### src/rtl/pipeline_stall_ctrl_if.sv
// Handshake bundle between the pipeline hazard sources and the stall/flush sequencer.
// The master drives the hazard inputs; the slave (sequencer) drives the stage controls.
interface pipeline_stall_ctrl_if #(
  parameter int unsigned RA_W  = 5,
  parameter int unsigned CNT_W = 16
);
  logic [RA_W-1:0]  id_rs;
  logic [RA_W-1:0]  id_rt;
  logic             id_uses_rt;
  logic             id_md_op;
  logic [RA_W-1:0]  ex_rt;
  logic             ex_mem_read;
  logic             ex_branch_taken;
  logic             pc_write;
  logic             if_id_write;
  logic             if_id_flush;
  logic             id_ex_write;
  logic             id_ex_bubble;
  logic             ex_mem_bubble;
  logic             md_busy;
  logic [CNT_W-1:0] stall_cycles;
  logic [CNT_W-1:0] flush_count;

  modport master (
    output id_rs, id_rt, id_uses_rt, id_md_op, ex_rt, ex_mem_read, ex_branch_taken,
    input  pc_write, if_id_write, if_id_flush, id_ex_write, id_ex_bubble, ex_mem_bubble,
           md_busy, stall_cycles, flush_count
  );

  modport slave (
    input  id_rs, id_rt, id_uses_rt, id_md_op, ex_rt, ex_mem_read, ex_branch_taken,
    output pc_write, if_id_write, if_id_flush, id_ex_write, id_ex_bubble, ex_mem_bubble,
           md_busy, stall_cycles, flush_count
  );
endinterface

### src/rtl/pipeline_stall_ctrl.sv
// Stall/flush sequencer for the 5-stage pipeline: merges branch flushes, load-use stalls
// and mul/div occupancy by fixed priority, with saturating stall/flush counters.
module pipeline_stall_ctrl #(
  parameter int unsigned MD_LATENCY = 8,
  parameter int unsigned CNT_W      = 16,
  parameter int unsigned RA_W       = 5
) (
  input logic                   clk,
  input logic                   rst,
  pipeline_stall_ctrl_if.slave  bus
);
  localparam int unsigned MdW = $clog2(MD_LATENCY) + 1;

  typedef enum logic {StRun, StMdWait} state_e;

  state_e           r_state;
  logic [MdW-1:0]   r_md_cnt;
  logic [CNT_W-1:0] r_stall_cnt;
  logic [CNT_W-1:0] r_flush_cnt;

  logic w_lu;
  logic w_md_issue;
  logic w_pc_write;
  logic w_if_id_write;
  logic w_if_id_flush;
  logic w_id_ex_write;
  logic w_id_ex_bubble;
  logic w_ex_mem_bubble;
  logic w_md_busy;

  always_comb begin
    w_lu = bus.ex_mem_read && (bus.ex_rt != RA_W'(0)) &&
           ((bus.ex_rt == bus.id_rs) || (bus.id_uses_rt && (bus.ex_rt == bus.id_rt)));
    w_md_issue      = 1'b0;
    w_pc_write      = 1'b1;
    w_if_id_write   = 1'b1;
    w_if_id_flush   = 1'b0;
    w_id_ex_write   = 1'b1;
    w_id_ex_bubble  = 1'b0;
    w_ex_mem_bubble = 1'b0;
    w_md_busy       = 1'b0;
    case (r_state)
      StRun: begin
        if (bus.ex_branch_taken) begin
          // The ID instruction is squashed, so its hazards are irrelevant.
          w_if_id_flush  = 1'b1;
          w_id_ex_bubble = 1'b1;
        end else if (w_lu) begin
          w_pc_write     = 1'b0;
          w_if_id_write  = 1'b0;
          w_id_ex_bubble = 1'b1;
        end else if (bus.id_md_op) begin
          w_md_issue = 1'b1;
        end
      end
      StMdWait: begin
        w_pc_write      = 1'b0;
        w_if_id_write   = 1'b0;
        w_id_ex_write   = 1'b0;
        w_ex_mem_bubble = 1'b1;
        w_md_busy       = 1'b1;
      end
      default: ;
    endcase
  end

  always_ff @(posedge clk) begin
    if (rst) begin
      r_state     <= StRun;
      r_md_cnt    <= '0;
      r_stall_cnt <= '0;
      r_flush_cnt <= '0;
    end else begin
      case (r_state)
        StRun: begin
          if (w_md_issue) begin
            r_state  <= StMdWait;
            r_md_cnt <= MdW'(MD_LATENCY - 1);
          end
        end
        StMdWait: begin
          if (r_md_cnt == '0) r_state <= StRun;
          else                r_md_cnt <= r_md_cnt - 1'b1;
        end
        default: r_state <= StRun;
      endcase
      if (!w_pc_write && (r_stall_cnt != '1)) r_stall_cnt <= r_stall_cnt + 1'b1;
      if (w_if_id_flush && (r_flush_cnt != '1)) r_flush_cnt <= r_flush_cnt + 1'b1;
    end
  end

  assign bus.pc_write      = w_pc_write;
  assign bus.if_id_write   = w_if_id_write;
  assign bus.if_id_flush   = w_if_id_flush;
  assign bus.id_ex_write   = w_id_ex_write;
  assign bus.id_ex_bubble  = w_id_ex_bubble;
  assign bus.ex_mem_bubble = w_ex_mem_bubble;
  assign bus.md_busy       = w_md_busy;
  assign bus.stall_cycles  = r_stall_cnt;
  assign bus.flush_count   = r_flush_cnt;
endmodule
### src/flat_wrapper.sv
// flat-port wrapper written by rule: the top's interface ports become plain ports
module pipeline_stall_ctrl_flat 
#(
  parameter int unsigned MD_LATENCY = 8,
  parameter int unsigned CNT_W      = 16,
  parameter int unsigned RA_W       = 5
)
  (clk, rst, bus_id_rs, bus_id_rt, bus_id_uses_rt, bus_id_md_op, bus_ex_rt, bus_ex_mem_read, bus_ex_branch_taken, bus_pc_write, bus_if_id_write, bus_if_id_flush, bus_id_ex_write, bus_id_ex_bubble, bus_ex_mem_bubble, bus_md_busy, bus_stall_cycles, bus_flush_count);
  pipeline_stall_ctrl_if #(.RA_W(RA_W), .CNT_W(CNT_W)) bus_i ();
  input logic clk;
  input logic rst;
  input wire logic [$bits(bus_i.id_rs)-1:0] bus_id_rs;
  input wire logic [$bits(bus_i.id_rt)-1:0] bus_id_rt;
  input wire logic [$bits(bus_i.id_uses_rt)-1:0] bus_id_uses_rt;
  input wire logic [$bits(bus_i.id_md_op)-1:0] bus_id_md_op;
  input wire logic [$bits(bus_i.ex_rt)-1:0] bus_ex_rt;
  input wire logic [$bits(bus_i.ex_mem_read)-1:0] bus_ex_mem_read;
  input wire logic [$bits(bus_i.ex_branch_taken)-1:0] bus_ex_branch_taken;
  output wire logic [$bits(bus_i.pc_write)-1:0] bus_pc_write;
  output wire logic [$bits(bus_i.if_id_write)-1:0] bus_if_id_write;
  output wire logic [$bits(bus_i.if_id_flush)-1:0] bus_if_id_flush;
  output wire logic [$bits(bus_i.id_ex_write)-1:0] bus_id_ex_write;
  output wire logic [$bits(bus_i.id_ex_bubble)-1:0] bus_id_ex_bubble;
  output wire logic [$bits(bus_i.ex_mem_bubble)-1:0] bus_ex_mem_bubble;
  output wire logic [$bits(bus_i.md_busy)-1:0] bus_md_busy;
  output wire logic [$bits(bus_i.stall_cycles)-1:0] bus_stall_cycles;
  output wire logic [$bits(bus_i.flush_count)-1:0] bus_flush_count;
  assign bus_i.id_rs = bus_id_rs;
  assign bus_i.id_rt = bus_id_rt;
  assign bus_i.id_uses_rt = bus_id_uses_rt;
  assign bus_i.id_md_op = bus_id_md_op;
  assign bus_i.ex_rt = bus_ex_rt;
  assign bus_i.ex_mem_read = bus_ex_mem_read;
  assign bus_i.ex_branch_taken = bus_ex_branch_taken;
  assign bus_pc_write = bus_i.pc_write;
  assign bus_if_id_write = bus_i.if_id_write;
  assign bus_if_id_flush = bus_i.if_id_flush;
  assign bus_id_ex_write = bus_i.id_ex_write;
  assign bus_id_ex_bubble = bus_i.id_ex_bubble;
  assign bus_ex_mem_bubble = bus_i.ex_mem_bubble;
  assign bus_md_busy = bus_i.md_busy;
  assign bus_stall_cycles = bus_i.stall_cycles;
  assign bus_flush_count = bus_i.flush_count;
  pipeline_stall_ctrl #(.MD_LATENCY(MD_LATENCY), .CNT_W(CNT_W), .RA_W(RA_W)) u_core (.clk(clk), .rst(rst), .bus(bus_i));
endmodule
### config.mk
export PLATFORM = sky130hd
export DESIGN_NAME = pipeline_stall_ctrl_flat
export DESIGN_NICKNAME = d
export VERILOG_FILES = /design/src/rtl/pipeline_stall_ctrl_if.sv /design/src/rtl/pipeline_stall_ctrl.sv /design/src/flat_wrapper.sv
export SDC_FILE = /design/constraint.sdc
export NUM_CORES = 1
export LEC_CHECK = 0
export BUFFER_PORTS_ARGS = -buffer_cell sky130_fd_sc_hd__buf_2
export CORE_ASPECT_RATIO = 2
export CORE_UTILIZATION = 25
export DETAILED_ROUTE_END_ITERATION = 12
export GPL_TIMING_DRIVEN = 1
export PLACE_DENSITY_LB_ADDON = 0.15
export SLEW_MARGIN = 20
export SYNTH_ARGS = -nofsm -noshare
export SYNTH_HDL_FRONTEND = slang
export SYNTH_SLANG_ARGS = --single-unit
### constraint.sdc
create_clock -name clk -period 2.7 [get_ports clk]
set_clock_uncertainty 0.2 [all_clocks]
set_input_delay 0.135 -clock clk [delete_from_list [all_inputs] [get_ports clk]]
set_output_delay 0.135 -clock clk [all_outputs]
set_load 0.02 [all_outputs]
==> flow_summary_export.csv <==
group,metric,value,unit
clock_tree,cts_tree,"yes",
timing,setup_viol,0,
clock_tree,clock_sinks,37,
layout,layout_common_cells,"buf_2 (59), dfxtp_1 (37), nor2_1 (30)",
timing,hold_viol,0,
worst_setup_path,crit_type,"flip-flop to flip-flop",
pwr,switchingPower,0.325,mW
timing,period_needed,2.24,ns
worst_setup_path,path_cells,"and4_1 -> nand4_1 -> nor3_2 -> buf_4 -> nor4_1 -> mux2_1",
grt,grtUsageTotal,0.135,
floorplanning,ioPinCount,60,
floorplanning,die_h,128,microns
clock_tree,cts_root_buf,"clkbuf_16",
grt,grt_start_max_net_pins,46,
layout,nets,313,
logic_synthesis,ys_seq_area_frac,0.370,
routing,wirelength,5230,microns
routing,drtIter0Drc,81,
logic_synthesis,synthDistinctLibCells,44,
routing,ant_nets,0,
layout,nFillCells,857,
clock_tree,post_cts_resized,0,
pwr,seqPwrFrac,0.448,
pwr,total_power,1.28,mW
grt,antenna_found_initial,0,
layout,area_delta_synth_final,25.1,%
routing,drc,0,
logic_synthesis,synth_nets,257,
pwr,power.share.clock,0.441,
worst_setup_path,cp.arrival,2.20,ns
timing,grt_setup_unrepaired,"false",
clock_tree,cts_buffer_depth,2,
grt,grt_pass1_wl,8790,microns
floorplanning,dieArea,8380,sq um
worst_setup_path,path_buf_inv,1,
placement,gp_congestion,0.754,
grt,grt_remaining_overflow,0,
logic_synthesis,syn_inst,232,
logic_synthesis,synth_edf_count,0,
logic_synthesis,yosys_warnings,0,
timing,worst_pin_slew,0.810,ns
pwr,p_leak,1.06,nW
worst_setup_path,reg2reg_depth,6,
placement,numPortBuffers,59,
layout,layout-drive-gt1-share,0.266,
logic_synthesis,syn_area_per_cell,8.62,sq um
worst_setup_path,cp_max_fo,16,
pwr,power.density,510,nW/um^2
timing,slew_headroom,0.460,
routing,num_vias,1877,
worst_setup_path,worst_path_dominant_cell_family,"simple AND/OR/NAND/NOR gates",
logic_synthesis,syn-cell-area,2000,sq um
clock_tree,post_cts_buffers,0,
hold_path,min_path_type,"input pin to flip-flop",
pwr,p_int,0.951,mW
floorplanning,core,7660,sq um
clock_tree,path_clk_slew,0.06,ns
outcome,status,"finished clean",
clock_tree,numCtsBuffers,5,
layout,final_common_cell,"buf_2",
clock_tree,htreeDepth,2,
hold_path,min_from,"bus_ex_branch_taken",
hold_path,hold_depth,4,
layout,multi_input_area,1170,sq um
routing,wire_per_inst,13.6,microns
clock_tree,holdBufCountCts,0,
worst_setup_path,reg2reg_from,"u_core.bus.stall_cycles[3]$_SDFFE_PP0P_",
hold_path,holdPathEnd,"u_core.bus.stall_cycles[1]$_SDFFE_PP0P_",
timing,period_share,0.829,
pwr,vdd_drop_max,0.253,mV
worst_setup_path,slowest_stage,"dfxtp_1",
placement,hpwl,3910,microns
worst_setup_path,cp.required,2.66,ns
pwr,sw_frac_of_total,0.255,
timing,setup-tns-final,0,ns
clock_tree,insertion_delay,0.28,ns
worst_setup_path,r2r-end,"u_core.bus.stall_cycles[5]$_SDFFE_PP0P_",
floorplanning,num_rows,45,
grt,grt_pass1_vias,1890,
floorplanning,start_util,0.261,
logic_synthesis,async_reset_ff_frac,0,
pwr,p_comb_frac,0.112,
layout,n_antenna_cell,0,
worst_setup_path,start_kind,"flip-flop",
layout,regArea,741,sq um
worst_setup_path,crit_path_max_incr_delay,0.43,ns
timing,fmax,447,MHz
worst_setup_path,rrSetupSlack,0.46,ns
job,maxCapViolCount,0,
floorplanning,die_w,65.2,microns
logic_synthesis,synth_flop_cell,"dfxtp_1",
logic_synthesis,ys_seq_elements,37,
routing,vias_per_cell,4.90,
timing,slew_violations,0,
worst_setup_path,critPathCaptureType,"flip-flop",
routing,dr.pass1.iters,4,
-- state kept, by name, indices dropped and copies added (netlist names) --
signal	cells
u_core.r_md_cnt	4
u_core.r_state	1
u_core.bus.flush_count	16
u_core.bus.stall_cycles	16
-- logic make-up after synthesis --
group,count (synthesis),synth area share
buffers and inverters,18,0.0419
DFF,37,0.370
AOI/OAI and AO/OA,37,0.123
muxes,9,0.0501
and+or+nand+nor,104,0.289
adders and majority gates,4,0.0250
xor gates and xnor gates,23,0.101
-- how the worst max path moves through the flow --
| stage | startpoint | endpoint | slack, ns | cells past startpoint |
|---|---|---|---|---|
| 6_report | u_core.bus.stall_cycles[3]$_SDFFE_PP0P_ | u_core.bus.stall_cycles[5]$_SDFFE_PP0P_ | 0.46 | 6 |
| 2_1_floorplan | u_core.bus.stall_cycles[3]$_SDFFE_PP0P_ | u_core.bus.stall_cycles[10]$_SDFFE_PP0P_ | 0.33 | 6 |
| 3_5_place_dp | bus_ex_rt[3] | u_core.bus.stall_cycles[5]$_SDFFE_PP0P_ | 0.21 | 8 |
| 3_3_place_gp | bus_ex_rt[3] | u_core.bus.stall_cycles[10]$_SDFFE_PP0P_ | 0.28 | 8 |
| 4_1_cts | u_core.bus.stall_cycles[3]$_SDFFE_PP0P_ | u_core.bus.stall_cycles[5]$_SDFFE_PP0P_ | 0.43 | 6 |
| 5_1_grt | u_core.bus.flush_count[6]$_SDFFE_PP0P_ | u_core.bus.flush_count[15]$_SDFFE_PP0P_ | 0.30 | 6 |
-- worst reg2reg max path, stage by stage, from the launching register on --
cell,delay [ns]
dfxtp_1,0.43
and4_1,0.31
nand4_1,0.24
nor3_2,0.30
buf_4,0.25
nor4_1,0.08
mux2_1,0.32
-- metrics by stage --
step / setup slack, ns / instance area (sq um) / instances / utilization / hold WS, ns
2_1_floorplan: 0.335 / 2000 / 232 / - / 0.152
3_5_place_dp: 0.210 / 2360 / 375 / 0.308 / 0.303
4_1_cts: 0.434 / 2500 / 383 / 0.327 / 0.0963
6_report: 0.462 / 2500 / 383 / 0.327 / 0.0958
5_1_grt: 0.301 / 2500 / 383 / 0.327 / 0.146
3_3_place_gp: 0.278 / 2360 / 375 / 0.308 / 0.290
-- metal layers --
layer | GRT usage | vias to the layer above | share of wire
met5 | 0 | - | 0
met2 | 0.258 | 45 | 0.54
met1 | 0.131 | 881 | 0.40
met4 | 0.0614 | 0 | 0.022
li1 | - | 942 | -
met3 | 0.0328 | 9 | 0.039
-- power by group through the flow --
stage	logic [mW]	registers [mW]	clock network, mW
floorplan	0.0906	0.589	0
global placement	0.145	0.583	0
detailed placement	0.145	0.583	0
CTS	0.146	0.571	0.590
global route	0.160	0.573	0.611
finish	0.143	0.571	0.563
-- Yosys cell counts (3+ instances only) --
| cell type | number | area (sq um) |
|---|---|---|
| dfxtp_1 | 37 | 741 |
| nor2_1 | 30 | 113 |
| xor2_1 | 18 | 158 |
| a21oi_1 | 15 | 75.1 |
| nand2_1 | 14 | 52.6 |
| nand3_1 | 12 | 60.1 |
| nor2b_1 | 8 | 50.1 |
| clkbuf_1 | 7 | 26.3 |
| mux2_1 | 7 | 78.8 |
| and3_1 | 6 | 37.5 |
| inv_1 | 6 | 22.5 |
| nand4_1 | 6 | 37.5 |
| and4_1 | 5 | 43.8 |
| o31ai_1 | 5 | 37.5 |
| or4_1 | 5 | 37.5 |
| xnor2_1 | 5 | 43.8 |
| ha_1 | 4 | 50.1 |
| nor4_1 | 4 | 25.0 |
| o21ai_0 | 4 | 20.0 |
| a31o_2 | 3 | 26.3 |
| a31oi_1 | 3 | 18.8 |
| or3_1 | 3 | 18.8 |
-- layout make-up --
| cell class | instances | area share |
|---|---|---|
| repair buffers | 60 | 0.121 |
| well taps | 94 | 0.0470 |
| flip-flops and latches | 37 | 0.296 |
| inverters | 7 | 0.0105 |
| clock inverters | 2 | 0.00400 |
| multi-input cells | 177 | 0.470 |
| clock buffers | 6 | 0.0515 |
Power figures use the tool's default switching activity.
